==> src/rtl/apb_pkg.sv <==
// Shared definitions for the APB master: FSM state encoding, default address map
// and the fixed slot assignment of the MCU peripherals.
package apb_pkg;

    typedef enum logic [1:0] {
        IDLE   = 2'd0,
        SETUP  = 2'd1,
        ACCESS = 2'd2,
        DECERR = 2'd3
    } apb_state_e;

    localparam logic [31:0] DEF_BASE_ADDR = 32'h1000_0000;
    localparam int          DEF_SLOT_BITS = 12;

    localparam int SLOT_RAM   = 0;
    localparam int SLOT_GPO   = 1;
    localparam int SLOT_GPI   = 2;
    localparam int SLOT_GPIOC = 3;
    localparam int SLOT_GPIOD = 4;
    localparam int SLOT_FND   = 5;
    localparam int SLOT_TIMER = 6;
    localparam int SLOT_UART  = 7;
    localparam int SLOT_US    = 8;
    localparam int SLOT_DHT   = 9;

endpackage

==> src/rtl/apb_addr_decoder.sv <==
// Combinational slot decoder: maps a byte address onto a one-hot slave select,
// a hit flag and the binary slot index. Shared with the bus monitor.
module apb_addr_decoder
    import apb_pkg::*;
#(
    parameter int                ADDR_W     = 32,
    parameter int                NUM_SLAVES = 10,
    parameter int                SLOT_BITS  = DEF_SLOT_BITS,
    parameter int                IDX_W      = 4,
    parameter logic [ADDR_W-1:0] BASE_ADDR  = ADDR_W'(DEF_BASE_ADDR)
) (
    input  logic [ADDR_W-1:0]     addr,
    output logic [NUM_SLAVES-1:0] sel,
    output logic                  hit,
    output logic [IDX_W-1:0]      idx
);

    logic [ADDR_W-1:0] offset;
    logic [ADDR_W-1:0] slot;

    assign offset = addr - BASE_ADDR;
    assign slot   = offset >> SLOT_BITS;

    // Addresses below the base wrap to huge offsets, so the lower bound is checked explicitly.
    assign hit = (addr >= BASE_ADDR) && (slot < ADDR_W'(NUM_SLAVES));
    assign idx = slot[IDX_W-1:0];

    generate
        for (genvar gi = 0; gi < NUM_SLAVES; gi++) begin : g_sel
            assign sel[gi] = hit && (slot == ADDR_W'(gi));
        end
    endgenerate

endmodule

==> src/rtl/apb_master_n.sv <==
// APB master bridging the core data port to NUM_SLAVES peripherals, with
// decode-miss errors, a stalled-slave timeout and an error flag back to the core.
module apb_master_n
    import apb_pkg::*;
#(
    parameter int                NUM_SLAVES = 10,
    parameter int                ADDR_W     = 32,
    parameter int                DATA_W     = 32,
    parameter logic [ADDR_W-1:0] BASE_ADDR  = ADDR_W'(DEF_BASE_ADDR),
    parameter int                SLOT_BITS  = DEF_SLOT_BITS,
    parameter int                TIMEOUT    = 255
) (
    input  logic                         PCLK,
    input  logic                         PRESET,
    input  logic                         transfer,
    input  logic                         write,
    input  logic [ADDR_W-1:0]            addr,
    input  logic [DATA_W-1:0]            wdata,
    output logic [DATA_W-1:0]            rdata,
    output logic                         ready,
    output logic                         error,
    output logic [ADDR_W-1:0]            PADDR,
    output logic [DATA_W-1:0]            PWDATA,
    output logic                         PWRITE,
    output logic                         PENABLE,
    output logic [NUM_SLAVES-1:0]        PSEL,
    input  logic [NUM_SLAVES*DATA_W-1:0] PRDATA,
    input  logic [NUM_SLAVES-1:0]        PREADY,
    input  logic [NUM_SLAVES-1:0]        PSLVERR
);

    localparam int IDX_W = (NUM_SLAVES > 1) ? $clog2(NUM_SLAVES) : 1;
    localparam int CNT_W = (TIMEOUT > 0) ? $clog2(TIMEOUT + 1) : 1;
    localparam logic [CNT_W-1:0] CNT_LAST = (TIMEOUT > 0) ? CNT_W'(TIMEOUT - 1) : '0;

    localparam logic [1:0] ST_IDLE   = IDLE;
    localparam logic [1:0] ST_SETUP  = SETUP;
    localparam logic [1:0] ST_ACCESS = ACCESS;
    localparam logic [1:0] ST_DECERR = DECERR;

    logic [1:0]            state_reg;
    logic [CNT_W-1:0]      cnt_reg;
    logic [IDX_W-1:0]      idx_reg;

    logic [NUM_SLAVES-1:0] dec_sel;
    logic                  dec_hit;
    logic [IDX_W-1:0]      dec_idx;

    logic                  slv_ready;
    logic                  slv_err;
    logic [DATA_W-1:0]     slv_rdata;
    logic                  timeout_hit;

    apb_addr_decoder #(
        .ADDR_W     (ADDR_W),
        .NUM_SLAVES (NUM_SLAVES),
        .SLOT_BITS  (SLOT_BITS),
        .IDX_W      (IDX_W),
        .BASE_ADDR  (BASE_ADDR)
    ) u_dec (
        .addr (addr),
        .sel  (dec_sel),
        .hit  (dec_hit),
        .idx  (dec_idx)
    );

    // Only the slave latched at request time is listened to; the others are don't-care.
    assign slv_ready   = PREADY[idx_reg];
    assign slv_err     = PSLVERR[idx_reg];
    assign slv_rdata   = PRDATA[int'(idx_reg) * DATA_W +: DATA_W];
    assign timeout_hit = (TIMEOUT != 0) && (cnt_reg == CNT_LAST);

    always_ff @(posedge PCLK or negedge PRESET) begin
        if (!PRESET) begin
            state_reg <= ST_IDLE;
            cnt_reg   <= '0;
            idx_reg   <= '0;
            PADDR     <= '0;
            PWDATA    <= '0;
            PWRITE    <= 1'b0;
            PENABLE   <= 1'b0;
            PSEL      <= '0;
            rdata     <= '0;
            ready     <= 1'b0;
            error     <= 1'b0;
        end else begin
            ready <= 1'b0;
            case (state_reg)
                ST_IDLE: begin
                    if (transfer) begin
                        PADDR   <= addr;
                        PWDATA  <= wdata;
                        PWRITE  <= write;
                        idx_reg <= dec_idx;
                        if (dec_hit) begin
                            PSEL      <= dec_sel;
                            cnt_reg   <= '0;
                            state_reg <= ST_SETUP;
                        end else begin
                            state_reg <= ST_DECERR;
                        end
                    end
                end
                ST_SETUP: begin
                    PENABLE   <= 1'b1;
                    state_reg <= ST_ACCESS;
                end
                ST_ACCESS: begin
                    if (slv_ready) begin
                        rdata     <= PWRITE ? '0 : slv_rdata;
                        error     <= slv_err;
                        ready     <= 1'b1;
                        PSEL      <= '0;
                        PENABLE   <= 1'b0;
                        state_reg <= ST_IDLE;
                    end else if (timeout_hit) begin
                        rdata     <= '0;
                        error     <= 1'b1;
                        ready     <= 1'b1;
                        PSEL      <= '0;
                        PENABLE   <= 1'b0;
                        state_reg <= ST_IDLE;
                    end else begin
                        cnt_reg <= cnt_reg + 1'b1;
                    end
                end
                ST_DECERR: begin
                    rdata     <= '0;
                    error     <= 1'b1;
                    ready     <= 1'b1;
                    state_reg <= ST_IDLE;
                end
                default: state_reg <= ST_IDLE;
            endcase
        end
    end

endmodule

==> config.mk <==
export PLATFORM = sky130hd
export DESIGN_NAME = apb_master_n
export DESIGN_NICKNAME = d
export VERILOG_FILES = /design/src/rtl/apb_pkg.sv /design/src/rtl/apb_addr_decoder.sv /design/src/rtl/apb_master_n.sv
export SDC_FILE = /design/constraint.sdc
export NUM_CORES = 1
export LEC_CHECK = 0
export ABC_CLOCK_PERIOD_IN_PS = 1900
export CORE_AREA = 3 3 199 201
export CTS_CLUSTER_SIZE = 40
export DETAILED_ROUTE_END_ITERATION = 10
export DIE_AREA = 0 0 202 204
export GPL_ROUTABILITY_DRIVEN = 1
export GPL_TIMING_DRIVEN = 0
export HOLD_SLACK_MARGIN = 0.08
export PLACE_DENSITY_LB_ADDON = 0.1
export SETUP_SLACK_MARGIN = 0.02
export SLEW_MARGIN = 10
export SYNTH_ARGS = -nofsm -noshare
export SYNTH_HDL_FRONTEND = slang
export SYNTH_SLANG_ARGS = --single-unit
==> constraint.sdc <==
create_clock -name PCLK -period 1.9 [get_ports PCLK]
set_input_delay 0.38 -clock PCLK [delete_from_list [all_inputs] [get_ports PCLK]]
set_output_delay 0.38 -clock PCLK [all_outputs]
set_load 0.01 [all_outputs]
==> flow_metrics.tcl <==
set metrics [dict create \
    crit_arrival_ps 2430 \
    wl_per_cell_um 23.0 \
    violations "setup timing" \
    ctsRootBufferMaster "clkbuf_16" \
    timing.critical_path.slowest_stage_cell "or4_4" \
    synthesis.nets 1013 \
    syn2layout_area_growth_pct 94.6 \
    combined_area_of_all_synthesized_cells_um2 7480 \
    cts_tree "built" \
    hold_sp "cnt_reg[5]" \
    grtUsageTotal_pct 18.1 \
    timing.critical_path.fanout_max 9 \
    fraction_of_final_layout_cells_with_drive_strength_greater_than_1_pct 22.1 \
    synthDistinctLibCells 45 \
    postSynth.asyncResetShare_pct 100 \
    number_of_synthesized_flops_with_an_enable_pin 0 \
    setup.worst_path.end_class "flop" \
    synthesis.yosys.warnings 0 \
    crit_type "flop to flop" \
    cts-htree-levels 4 \
    num-nets-final 1564 \
    initial_utilization_pct 19.8 \
    synth-seq-cells 120 \
    critical_path_startpoint "PADDR[12]" \
    globalRoute.totalOverflow 0 \
    timing_max_transition_violations_final 0 \
    critPathMaxStageDelay_ps 450 \
    timing.clock.skew_ps 9.37 \
    final_antenna_net_count 0 \
    drt-vias-per-instance 4.44 \
    tritoncts_num_sinks 120 \
    routed-via-count 7479 \
    globalplace.congestion 0.792 \
    crit_path_cell_trace "buf_6 > buf_4 > mux2i_2 > or4_4 > nand2_4 > o31ai_4 > buf_12 > clkbuf_16 > a22o_1" \
    number_of_cells_produced_by_synthesis 603 \
    hpwlAfterDp_um 32300 \
    worst_hold_slack_after_final_layout_ps 473 \
    worst-path-buf-inv 4 \
    cp-start-kind "flop" \
    totalPowerFinal_uw 20600 \
    fmaxAchievable_mhz 472 \
    io_pins 518 \
    max_cap_viol_count 0 \
    status "finished with violations" \
    reg2reg_slack_ps -220 \
    post-place-cells 1632 \
    finalSetupViolations 53 \
    worst_supply_voltage_drop_on_vdd_mv 0.700 \
    p_leak_uw 0.00562 \
    grt_setup_unrepaired "true" \
    cts-root-to-sink-buffers 2 \
    timing.hold.worst.class "flop to flop" \
    postSynthAreaPerCell_um2 12.4 \
    grt_max_degree 67 \
    drcViolationCount 0 \
    antenna_found_initial 8 \
    global_route_wire_length_before_repair_um 55200 \
    required_ps 2210 \
    path_clk_slew_ps 60 \
    synth_ff_type "dfrtp_1" \
    critical_path.top_delay_family "buffers and inverters" \
    wl_um 38700 \
    period_share_pct 111 \
    pwr_density_cell_nw_per_um2 1410 \
    coreArea_um2 37800 \
    rows 71 \
    vert_die_dim_um 204 \
    share_of_the_core_filled_with_cells_in_the_final_layout_pct 38.6 \
    clkLatencyLatePin_ps 430 \
    hold_viol 0 \
    port_buffer_count 517 \
    max_slew.worst_pin.slew_ps 674 \
    dieWidth_um 202 \
    layout.cells.most_common_list "clkdlybuf4s50_1, dfrtp_1, mux4_2, mux2_2, a22o_1" \
    floorplan.die_area_um2 41200 \
    finalWorstSetupSlack_ps -218 \
    fin_cells 1684 \
    synth_sequential_area_ratio_pct 40.1 \
    mostFrequentLayoutCell "clkdlybuf4s50_1" \
    cts_made_buffers 17 \
    relSlewSlack_pct 55.0 \
    drtPass1Iterations 4 \
    crit-reg2reg-launch "PADDR[12]" \
    dr.first_iter.drc_count 279 \
    number_of_global_route_vias_before_repair 8333 \
    reg.largest.list "PADDR: 32 flops, PWDATA: 32 flops, rdata: 32 flops" \
    period_minus_slack_ps 2120 \
]
## per-layer routing
layer / share of wire (%) / vias to the layer above / wire, um / GRT usage, %
li1: - / 3483 / - / -
met1: 37 / 3675 / 14300 / 19.6
met2: 54 / 282 / 21000 / 34.1
met3: 6.9 / 33 / 2690 / 5.69
met4: 1.7 / 6 / 674 / 4.81
met5: 0.11 / - / 44 / 0
## through the flow
stage	setup TNS (ps)	worst slack, ps	instance area [um^2]
floorplan	-1700	-58.5	7550
global placement	-678100	-5020	13400
detailed placement	-77380	-959	13400
CTS	-12140	-270	14300
global route	-13480	-325	14600
finish	-8470	-218	14600
## cells by family after synthesis
kind of cell               share of synthesized area [%]
adders and majority gates                          0.335
AOI/OAI and AO/OA                                   12.0
muxes                                               35.2
and+or+nand+nor                                     8.36
DFF                                                 40.1
buffers and inverters                               4.00
## synth_stat cells, types with 4 or more instances
cell      instances  area, um^2
nand3_1          36         180
nor4_1            4        25.0
mux2_2           65         732
inv_1             5        18.8
nor2_1           36         135
a22o_1           40         350
buf_4             4        30.0
a21oi_1          38         190
buf_2            14        70.1
clkbuf_1         27         101
nand4_1           4        25.0
dfrtp_1         120        3000
o21ai_0          36         180
mux2i_1          39         390
buf_6             5        56.3
mux4_2           67        1510
buf_1             5        18.8
nor3_1            6        30.0
nand2_1          13        48.8
o31ai_1           4        30.0
## area by class of cell
type                    count  area (um^2)
diodes                      6         15.0
multi-input cells         422         4370
inverters                   6         22.5
clock buffers              17          425
repair buffers            533         5410
plain buffers              54          488
flip-flops and latches    120         3000
fillers                  3756        23200
well taps                 511          639
clock inverters            15          178
## where the power goes
group	leakage [uW]	total, uW	internal, uW	switching (uW)
logic	0.00382	12900	7070	5820
registers	0.00151	4310	3670	639
clock network	0.000295	3390	1990	1400
total	0.00562	20600	12700	7860
## what timing repair did
action	CTS	global route
hold buffers	1	0
setup buffers	8	2
setup endpoints to repair	121	81
gates resized for setup	61	38
cloned	0	4
pin swaps	6	22
hold endpoints to repair	65	0
## path summary, 6_finish.rpt
kind | end | depth (start not counted)
setup / recovery | rdata[9] | 9
setup reg to reg | rdata[9] | 9
max in group asynchronous | state_reg[1] | 3
min in group asynchronous | PWDATA[1] | 2
hold / removal | cnt_reg[5] | 1
hold reg to reg | cnt_reg[5] | 1
No activity file was read; power rests on OpenSTA's default activity.
